<file path="config.mk">
export PLATFORM = sky130hd
export DESIGN_NAME = rr_arbiter_4x2
export DESIGN_NICKNAME = d
export VERILOG_FILES = /design/src/rtl/arb_pkg.sv /design/src/rtl/rr_pick_4.sv /design/src/rtl/rr_arbiter_4x2.sv
export SDC_FILE = /design/constraint.sdc
export NUM_CORES = 1
export LEC_CHECK = 0
export CAP_MARGIN = 0
export CORE_MARGIN = 2
export CORE_UTILIZATION = 56
export DETAILED_ROUTE_END_ITERATION = 12
export GPL_TIMING_DRIVEN = 0
export PLACE_DENSITY = 0.79
export SLEW_MARGIN = 20
export SYNTH_ARGS = -nofsm -noshare
export SYNTH_HDL_FRONTEND = slang
export SYNTH_SLANG_ARGS = --single-unit
export TNS_END_PERCENT = 50
</file>
<file path="constraint.sdc">
create_clock -name clk -period 5.13 [get_ports clk]
set_input_delay 0.513 -clock clk [delete_from_list [all_inputs] [get_ports clk]]
set_output_delay 0.513 -clock clk [all_outputs]
set_load 0.05 [all_outputs]
</file>
<file path="src/rtl/arb_pkg.sv">
// Shared types and helpers for the 4-requester round-robin arbiter and its encoders.
`timescale 1ns/1ps
package arb_pkg;

  localparam int N_REQ = 4;
  localparam int IDX_W = 2;

  typedef enum logic [0:0] {
    IDLE  = 1'b0,
    GRANT = 1'b1
  } state_t;

  // {valid, index} for a one-hot vector; 000 for zero or multi-hot input.
  function automatic logic [IDX_W:0] onehot_to_idx(input logic [N_REQ-1:0] oh);
    logic [IDX_W:0] enc;
    case (oh)
      4'b0001: enc = 3'b100;
      4'b0010: enc = 3'b101;
      4'b0100: enc = 3'b110;
      4'b1000: enc = 3'b111;
      default: enc = 3'b000;
    endcase
    return enc;
  endfunction

endpackage

</file>
<file path="src/rtl/rr_pick_4.sv">
// Combinational round-robin pick: scans req & ~mask from (last+1) mod 4, wrapping.
`timescale 1ns/1ps
module rr_pick_4
  import arb_pkg::*;
(
  input  logic [N_REQ-1:0] req,
  input  logic [N_REQ-1:0] mask,
  input  logic [IDX_W-1:0] last,
  output logic [N_REQ-1:0] pick_oh,
  output logic             pick_v
);

  logic [N_REQ-1:0] cand;
  logic [IDX_W-1:0] scan_idx;

  assign cand   = req & ~mask;
  assign pick_v = |cand;

  // Walk the scan order backwards so the earliest position in the order wins.
  always_comb begin
    pick_oh  = '0;
    scan_idx = '0;
    for (int k = N_REQ - 1; k >= 0; k--) begin
      scan_idx = last + IDX_W'(k + 1);
      if (cand[scan_idx]) pick_oh = N_REQ'(1) << scan_idx;
    end
  end

endmodule

</file>
<file path="src/rtl/rr_arbiter_4x2.sv">
// Round-robin arbiter, 4 requesters, registered one-hot grant plus {gnt_v, gnt_idx}.
`timescale 1ns/1ps
module rr_arbiter_4x2
  import arb_pkg::*;
#(
  parameter int MAX_HOLD = 8,
  parameter int CW       = 4
) (
  input  logic             clk,
  input  logic             rst,
  input  logic [N_REQ-1:0] req,
  output logic [N_REQ-1:0] gnt,
  output logic [IDX_W-1:0] gnt_idx,
  output logic             gnt_v,
  output logic             busy
);

  // Protocol: requester i raises req[i] and keeps it high for as long as it wants or
  // uses the resource; gnt[i] means it owns the resource; dropping req[i] releases it.

  localparam bit          HOLD_EN   = (MAX_HOLD != 0);
  localparam logic [CW-1:0] HOLD_LAST = CW'(MAX_HOLD - 1);

  state_t           state, state_nxt;
  logic [IDX_W-1:0] last, last_nxt;
  logic [CW-1:0]    hold_cnt, hold_nxt;
  logic [N_REQ-1:0] gnt_nxt;
  logic [N_REQ-1:0] pick_oh;
  logic             pick_v;
  logic [IDX_W:0]   pick_enc;
  logic [IDX_W:0]   gnt_enc_nxt;
  logic             owner_req;

  // Masking the current owner is a no-op in IDLE because gnt is zero there.
  rr_pick_4 u_pick (
    .req     (req),
    .mask    (gnt),
    .last    (last),
    .pick_oh (pick_oh),
    .pick_v  (pick_v)
  );

  assign pick_enc    = onehot_to_idx(pick_oh);
  assign gnt_enc_nxt = onehot_to_idx(gnt_nxt);
  assign owner_req   = |(req & gnt);
  assign busy        = (state == GRANT);

  always_comb begin
    state_nxt = state;
    last_nxt  = last;
    hold_nxt  = hold_cnt;
    gnt_nxt   = gnt;
    case (state)
      IDLE: begin
        if (pick_v) begin
          gnt_nxt   = pick_oh;
          last_nxt  = pick_enc[IDX_W-1:0];
          hold_nxt  = '0;
          state_nxt = GRANT;
        end
      end
      GRANT: begin
        if (!owner_req) begin
          // Release wins over timeout: hand over without a bubble, or go idle.
          hold_nxt = '0;
          if (pick_v) begin
            gnt_nxt  = pick_oh;
            last_nxt = pick_enc[IDX_W-1:0];
          end else begin
            gnt_nxt   = '0;
            state_nxt = IDLE;
          end
        end else if (HOLD_EN && hold_cnt == HOLD_LAST) begin
          hold_nxt = '0;
          if (pick_v) begin
            gnt_nxt  = pick_oh;
            last_nxt = pick_enc[IDX_W-1:0];
          end
        end else if (HOLD_EN) begin
          hold_nxt = hold_cnt + 1'b1;
        end
      end
      default: begin
        gnt_nxt   = '0;
        state_nxt = IDLE;
      end
    endcase
  end

  always_ff @(posedge clk or posedge rst) begin
    if (rst) begin
      state    <= IDLE;
      last     <= IDX_W'(N_REQ - 1);
      hold_cnt <= '0;
      gnt      <= '0;
      gnt_idx  <= '0;
      gnt_v    <= 1'b0;
    end else begin
      state    <= state_nxt;
      last     <= last_nxt;
      hold_cnt <= hold_nxt;
      gnt      <= gnt_nxt;
      gnt_idx  <= gnt_enc_nxt[IDX_W-1:0];
      gnt_v    <= gnt_enc_nxt[IDX_W];
    end
  end

endmodule

</file>
-- Word-level counts from Yosys, hierarchy flattened
Index checks and enable logic that the tools add are counted.
- bits in registers: 14
- input port bits: 6
- word-level logic and storage cells: 65
- add/subtract/negate cells: 4
- magnitude comparators: 4
- equality and inequality tests: 11
- shifts and indexed selects: 4
- mux-type cells: 30
- bitwise operators: 4
- reductions and logical operators: 2
- operators by type and width (kind ; number):
    two-way mux 4 bit ; 11
    one-hot mux 4 bit (2 select lines) ; 2
    left shift 1 x 2 -> 4 bit, first input constant ; 4
    == test 4 x 3 -> 1 bit, second input constant ; 3
    < comparator 2 x 3 -> 1 bit, second input constant ; 4
    one-hot mux 3 bit (4 select lines) ; 1
    AND 4 bit ; 2
    binary-select mux 1 bit (select 2 bit) ; 4
    == test 4 x 1 -> 1 bit, second input constant ; 2
    == test 4 x 2 -> 1 bit, second input constant ; 2
    == test 4 bit, second input constant ; 2
    one-hot mux 2 bit (4 select lines) ; 1
    OR reduction 4 bit ; 2
    two-way mux 1 bit ; 6
    two-way mux 2 bit ; 3
    adder 2 bit, second input constant ; 2
    adder 4 x 1 -> 4 bit, second input constant ; 1
    inverter 4 bit ; 1
    one-hot mux 2 bit (2 select lines) ; 1
    inequality test 3 x 2 -> 1 bit, second input constant ; 1
    adder 2 x 1 -> 2 bit, second input constant ; 1
    inequality test 2 bit, second input constant ; 1
    one-hot mux 1 bit (2 select lines) ; 1
    inverter 1 bit ; 1

-- Depth between registers and ports, before layout
Gate-level depths: netlist (run 1).
- depth after elaboration: 14
- depth in mapped cells: 10

-- Hierarchy
Synthesis (run 1) repeated with hierarchy kept, for this count alone.
- cell total of the unflattened synthesis: 112
- area, all modules: 1147.4 um2
- by module, submodules not included (module ; instances ; cells each ; area each (um2) ; seq. area each (um2)):
    rr_arbiter_4x2 ; 1 ; 73 ; 790.8 ; 352.8
    rr_pick_4 ; 1 ; 39 ; 356.6 ; 0.0

-- Least setup slack after synthesis (run 1)
OpenSTA, ideal clock, no wires.
- kind: register to register
- start: reg last[0]
- end: reg gnt_v
- data arrival time: 2.864 ns
- path slack: 2.138 ns
- stages on the path, launching flop included: 11
- cells stage by stage: dfstp_2 > buf_6 > inv_1 > ha_1 > or4bb_1 > and4_4 > a311oi_4 > nor4_2 > o32ai_2 > xnor2_1 > o22ai_1
- word-level cells in the longest chain between the ends: 12
- elaborated cells between the ends (all ways): 29
- RTL lines (item ; RTL line ; RTL):
    from (decl) ; rr_arbiter_4x2.sv:25 ; logic [IDX_W-1:0] last, last_nxt;
    from (signal assigned) ; rr_arbiter_4x2.sv:93 ; last <= IDX_W'(N_REQ - 1);
    from (signal assigned) ; rr_arbiter_4x2.sv:100 ; last <= last_nxt;
    adder 2 bit or binary-select mux 1 bit (select 2 bit) (tied branches) ; rr_pick_4.sv:24, rr_pick_4.sv:25 ;
    binary-select mux 1 bit (select 2 bit) or two-way mux 1 bit (tied branches) ; rr_pick_4.sv:25 ; if (cand[scan_idx]) pick_oh = N_REQ'(1) << scan_idx;
    two-way mux 1 bit (not written as such) or two-way mux 4 bit (tied branches) ; rr_pick_4.sv:25 ;
    two-way mux 4 bit (2 in a row) ; rr_pick_4.sv:25 ;
    two-way mux 4 bit * ; rr_pick_4.sv:25 ;
    two-way mux 4 bit ; rr_arbiter_4x2.sv:55, rr_arbiter_4x2.sv:75 ;
    two-way mux 4 bit ; rr_arbiter_4x2.sv:73 ; end else if (HOLD_EN && hold_cnt == HOLD_LAST) begin
    two-way mux 4 bit ; rr_arbiter_4x2.sv:63 ; if (!owner_req) begin
    one-hot mux 4 bit (2 select lines) * ; rr_arbiter_4x2.sv:53 ; case (state)
    == test 4 bit (tied with other cells) ; arb_pkg.sv:16 ; case (oh)
    one-hot mux 3 bit (4 select lines) * ; arb_pkg.sv:16 ;
    named net gnt_enc_nxt[2] ; rr_arbiter_4x2.sv:31 ; logic [IDX_W:0] gnt_enc_nxt;
    to (signal assigned) ; rr_arbiter_4x2.sv:104 ; gnt_v <= gnt_enc_nxt[IDX_W];
    to (decl) ; rr_arbiter_4x2.sv:14 ; output logic gnt_v,
Mark *: on every way through the listed nets, which the timed path passes. The rest lies on a longest branch. The select of a mux whose other input is x is not followed.
A chain may end at the register's enable or synchronous reset.

-- Worst setup path in the final report (run 1)
Ends and elaborated chain as after synthesis.

==> flow_metrics.tcl, run 1 <==
set metrics [dict create \
    skew_ps 0.965 \
    wl_um 2700 \
    synth.avg_cell_area_um2 9.84 \
    clock_latency_ps 270 \
    synth_most_common_cell "inv_1" \
    grt_pass1_wl_um 4620 \
    slew_headroom_pct 65.2 \
    synth.distinct_cells 46 \
    initial_core_util_pct 57.6 \
    die_w_um 51.2 \
    cts_tree "yes" \
    worstPathRequired_ps 5320 \
    p_leak_nw 0.602 \
    slowest_delay_ps 610 \
    first_global_vias 1014 \
    grt_max_degree 15 \
    critPathSlowestCell "or4bb_1" \
    die_h_um 51.2 \
    overflow 0 \
    cp-start-kind "flip-flop" \
    yosysWarningCount 0 \
    diodes 0 \
    switchingPower_mw 0.533 \
    drc_errors 0 \
    reg2reg_slack_ps 1690 \
    p_clk_share_pct 6.0 \
    irDropWorstVdd_uv 524 \
    swShare_pct 51.7 \
    combinationalPowerShare_pct 74.3 \
    critPathKind "flip-flop to flip-flop" \
    fin_cells 172 \
    ys_seq_area_share_pct 28.2 \
    placed_cells_incl_taps 168 \
    use_met3_pct 2.05 \
    ys_seq_elements 14 \
    drtAntennaViolNets 0 \
    hp-start "hold_cnt[1]$_DFFE_PP0P_" \
    crit_path_max_fanout 10 \
    min_path_cells 2 \
    max_freq_ghz 0.291 \
    numCtsBuffers 3 \
    dp_hpwl_um 2180 \
    maxCapViolations 0 \
    antenna_found_initial 0 \
    synth_common_cells "inv_1 (15), dfrtp_1 (12), nand2_1 (12)" \
    first_pass_iters 4 \
    path_clk_slew_ps 80 \
    use_met1_pct 29.1 \
    io_pins 14 \
    fillers 188 \
    routedWlPerCell_um 15.7 \
    syn_to_final_growth_pct 15.3 \
    worst_slew_pin_slew_ps 518 \
    r2r_start "last[0]$_DFFE_PP1P_" \
    synth_flop_cell "dfrtp_1" \
    endpoint_kind "flip-flop" \
    post-route-min-period_ps 3440 \
    drtIter0Drc 8 \
    drive_gt1_share_pct 16.0 \
    synthArstFlopShare_pct 100 \
    port_buffers 13 \
    nNetsFinal 159 \
    netlist_instances 127 \
    hp-class "flip-flop to flip-flop" \
    r2r_cells 10 \
    synth_top_area_cell "dfrtp_1" \
    core.rowCount 17 \
    status "complete, no violations" \
    cts_hold_buf 0 \
    fin_crit_sh_pct 67.0 \
    use_met2_pct 42.0 \
    grt_usage_pct 23.5 \
    synth_top_area_share_pct 24.0 \
    r2r-end "gnt_v$_DFF_PP0_" \
    vias 1047 \
    pwr_density_cell_nw_per_um2 715 \
    clockBufferDepth 2 \
    synth_edf_count 0 \
    p_seq_share_pct 19.6 \
    rsz0062_at_grt "no" \
    gp_congestion 0.863 \
    vias_per_cell 6.09 \
    core_um2 2170 \
    path_cells "buf_6 > inv_1 > ha_1 > or4bb_1 > and4_4 > a311oi_1 > a211oi_1 > a221oi_1 > nand2_1 > o22ai_1" \
    drv_slew 0 \
    fin_setup_tns_ps 0 \
    clockRootBuffer "clkbuf_4" \
    p_int_mw 0.498 \
    setup_viol 0 \
    clock_sinks 14 \
    cts_setup_buffers 0 \
    synth_area_leaders "dfrtp_1 (24%), ha_1 (8.0%), inv_1 (4.5%)" \
    dieArea_um2 2630 \
    cts_max_level 1 \
    cp.arrival_ps 3630 \
    hold_viol_final 0 \
    whs_endpoint "hold_cnt[1]$_DFFE_PP0P_" \
    cts_resized 0 \
    syn_nets 141 \
    syn_area_um2 1250 \
    grt.busiest_layer "met2" \
]
## cell type report
class | instances | area, um^2 | area share [%]
timing repair buffer | 13 | 130 | 9.03
sequential | 14 | 353 | 24.5
tap | 28 | 35.0 | 2.43
inverter | 15 | 56.3 | 3.91
multi-input combinational | 96 | 825 | 57.2
clock buffer | 4 | 26.3 | 1.82
buffer | 2 | 16.3 | 1.13
## through the flow
step | power (mW) | cell area (um^2) | worst slack, ps | hold WS, ps | utilization (%)
floorplan | 0.802 | 1250 | 2140 | 401 | -
CTS | 1.03 | 1440 | 1720 | 532 | 66.4
finish | 1.03 | 1440 | 1690 | 522 | 66.4
global route | 1.11 | 1440 | 1490 | 557 | 66.4
detailed placement | 0.970 | 1420 | 1730 | 512 | 65.2
global placement | 0.936 | 1420 | 1830 | 501 | 65.2
## worst max path at each step
stage | startpoint | end | slack [ps]
detailed placement | last[0]$_DFFE_PP1P_ | gnt_v$_DFF_PP0_ | 1730
floorplan | last[0]$_DFFE_PP1P_ | gnt_v$_DFF_PP0_ | 2140
CTS | last[0]$_DFFE_PP1P_ | gnt_v$_DFF_PP0_ | 1720
global placement | last[0]$_DFFE_PP1P_ | gnt_v$_DFF_PP0_ | 1830
global route | last[0]$_DFFE_PP1P_ | gnt_v$_DFF_PP0_ | 1490
finish | last[0]$_DFFE_PP1P_ | gnt_v$_DFF_PP0_ | 1690
## worst max-delay path: cells and delay by family (launching register included)
family,cells,cell delay [ps]
AOI/OAI and AO/OA,4,1190
DFF,1,580
and+or+nand+nor,3,960
adders and majority gates,1,370
buffers and inverters,2,250
## cells in the final DEF, fill, tap and decap left out, drive strengths merged, types with 2 or more instances in the layout
cell	n
inv	15
clkdlybuf4s50	13
nand2	13
dfrtp	12
nor2	10
ha	8
o21ai	7
nand2b	6
xnor2	5
nor2b	4
a41oi	4
clkbuf	4
mux4	4
a311oi	4
o31ai	3
a22o	2
o41ai	2
o32ai	2
dfstp	2
buf	2
nor4	2
nor3	2
a221oi	2
## power groups by stage
stage / clock network [mW] / registers, mW / logic (mW)
floorplan: 0 / 0.271 / 0.531
global placement: 0 / 0.203 / 0.733
detailed placement: 0 / 0.204 / 0.766
CTS: 0.0647 / 0.202 / 0.767
global route: 0.0705 / 0.208 / 0.827
finish: 0.0620 / 0.202 / 0.766
## logic make-up after synthesis
kind of cell / Yosys count / synth area share, %
buffers and inverters: 17 / 5.81
AO/OA/AOI/OAI: 32 / 24.2
flip-flops: 14 / 28.2
adder cells (fa/ha/maj): 8 / 8.01
multiplexers: 4 / 7.81
AND/OR/NAND/NOR: 46 / 21.7
XOR/XNOR: 6 / 4.20
## routing by layer
metal / up-vias / wire length [um] / part of all wire, %
met1: 505 / 1180 / 44
met3: 6 / 76 / 2.8
li1: 511 / - / -
met4: 0 / 51 / 1.9
met2: 25 / 1390 / 52
met5: - / 0 / 0
## sequential cells by signal, summed over array words and instances (netlist names)
register / count
last: 2
hold_cnt: 4
gnt_idx: 2
busy: 1
gnt_v: 1
gnt: 4
(Power assumes the default switching activity.)
==> run 2: changes to the inputs <==
Settings changed: CORE_UTILIZATION 56 to 55, PLACE_DENSITY 0.79 to 0.78.
Clock period 5.13 ns to 3.6 ns, I/O delays scaled along.
==> flow_metrics.tcl, run 2 (same netlist as run 1, synthesis figures left out) <==
set metrics [dict create \
    vias_per_cell 6.05 \
    multi_input_area_um2 831 \
    first_global_vias 1015 \
    clockBufferDepth 2 \
    status "complete, no violations" \
    numCtsBuffers 3 \
    fin_setup_tns_ps 0 \
    combinationalPowerShare_pct 73.3 \
    endpoint_kind "flip-flop" \
    dp_hpwl_um 2160 \
    die_w_um 51.7 \
    r2r-end "gnt_v$_DFF_PP0_" \
    first_pass_iters 4 \
    drc_errors 0 \
    antenna_found_initial 0 \
    fin_cells 172 \
    skew_ps 0.748 \
    clockRootBuffer "clkbuf_4" \
    syn_to_final_growth_pct 16.6 \
    post-route-min-period_ps 3310 \
    p_seq_share_pct 19.3 \
    fin_crit_sh_pct 92.0 \
    hp-class "input pin to asynchronous set/reset pin" \
    initial_core_util_pct 57.6 \
    vias 1040 \
    reg.largest.list "gnt (4), hold_cnt (4)" \
    drv_slew 0 \
    cts_tree "yes" \
    setup_viol 0 \
    grt_pass1_wl_um 4590 \
    final_cell_mix "inv_1 (15), clkdlybuf4s50_1 (13), nand2_1 (12), dfrtp_1 (12), nor2_1 (10)" \
    cts_max_level 1 \
    port_buffers 13 \
    r2r_start "last[0]$_DFFE_PP1P_" \
    worstSetupStartpoint "last[0]$_DFFE_PP1P_" \
    fillers 187 \
    hold_viol_final 0 \
    worst_slew_pin_slew_ps 521 \
    clock_latency_ps 270 \
    cp.arrival_ps 3470 \
    grt_usage_pct 23.1 \
    final_common_cell "inv_1" \
    drtIter0Drc 27 \
    max_freq_ghz 0.302 \
    core.rowCount 17 \
    cts_hold_buf 0 \
    power.total_mw 1.49 \
    rsz0062_at_grt "no" \
    r2r_cells 10 \
    io_pins 14 \
    path_clk_slew_ps 80 \
    place_ws_ps 218 \
    diodes 0 \
    clock_sinks 14 \
    maxCapViolations 0 \
    wl_um 2670 \
    slew_headroom_pct 64.9 \
    p_leak_nw 0.611 \
    pwr_density_cell_nw_per_um2 1020 \
    core_um2 2170 \
    regArea_um2 353 \
    crit_path_max_fanout 10 \
    dieArea_um2 2670 \
    die_h_um 51.7 \
    drtAntennaViolNets 0 \
    cp-start-kind "flip-flop" \
    routedWlPerCell_um 15.5 \
    p_clk_share_pct 7.4 \
    critPathKind "flip-flop to flip-flop" \
    switchingPower_mw 0.760 \
    worstPathRequired_ps 3760 \
    overflow 0 \
    nNetsFinal 159 \
    finalWorstSetupSlack_ps 287 \
    p_int_mw 0.732 \
    reg2reg_slack_ps 290 \
    drive_gt1_share_pct 17.4 \
    irDropWorstVdd_uv 742 \
    post-route-util_pct 67.2 \
    swShare_pct 50.9 \
    gp_congestion 0.892 \
    grt_max_degree 15 \
    placed_cells_incl_taps 168 \
]
run 2: cell counts in the layout (fill, tap and decap cells not counted):
Identical to the previous run, type by type.
run 2: routing by layer:
metal  global-route usage, %  routed length [um]  vias to the layer above
met4                    9.21                  40                        0
li1                        -                   -                      507
met1                    28.5                1170                      509
met2                    41.0                1370                       20
met5                       0                   0                        -
met3                    2.59                  89                        4
run 2: per-stage QoR:
step | cell area (um^2) | hold WS, ps
2_1_floorplan | 1250 | 248
3_3_place_gp | 1420 | 496
3_5_place_dp | 1420 | 516
4_1_cts | 1450 | 423
5_1_grt | 1460 | 452
6_report | 1460 | 401
run 2: power by group through the flow:
stage / sequential [mW] / combinational, mW / clock (mW)
2_1_floorplan: 0.387 / 0.756 / 0
3_3_place_gp: 0.286 / 1.05 / 0
3_5_place_dp: 0.289 / 1.09 / 0
4_1_cts: 0.286 / 1.09 / 0.112
5_1_grt: 0.296 / 1.20 / 0.121
6_report: 0.288 / 1.09 / 0.110
run 2: final cells by class:
type | instances | share of cell area [%]
flip-flops and latches | 14 | 24.2
inverters | 15 | 3.86
plain buffers | 2 | 1.12
well taps | 28 | 2.40
clock buffers | 4 | 2.49
repair buffers | 13 | 8.93
multi-input cells | 96 | 57.0
run 2: worst max path at each step:
stage	depth (start not counted)	endpoint	slack, ps
5_1_grt	10	gnt_v$_DFF_PP0_	80
2_1_floorplan	10	gnt_v$_DFF_PP0_	610
6_report	10	gnt_v$_DFF_PP0_	290
4_1_cts	10	gnt_v$_DFF_PP0_	190
3_5_place_dp	10	gnt_v$_DFF_PP0_	220
3_3_place_gp	10	gnt_v$_DFF_PP0_	290
run 2: what timing repair did:
item / CTS / global route
setup endpoints to repair: 0 / 1
hold endpoints to repair: 0 / 0
resized for setup: 0 / 1
buffers inserted: 0 / 0
run 2: critical path, cell delays in order (launching register included):
cell and delay [ps]:
dfstp_2 580, buf_6 160, inv_1 80, ha_1 370, or4bb_1 620, and4_4 220, a311oi_2 330, o31ai_2 150
a221oi_2 370, xnor2_1 190, o22ai_1 100
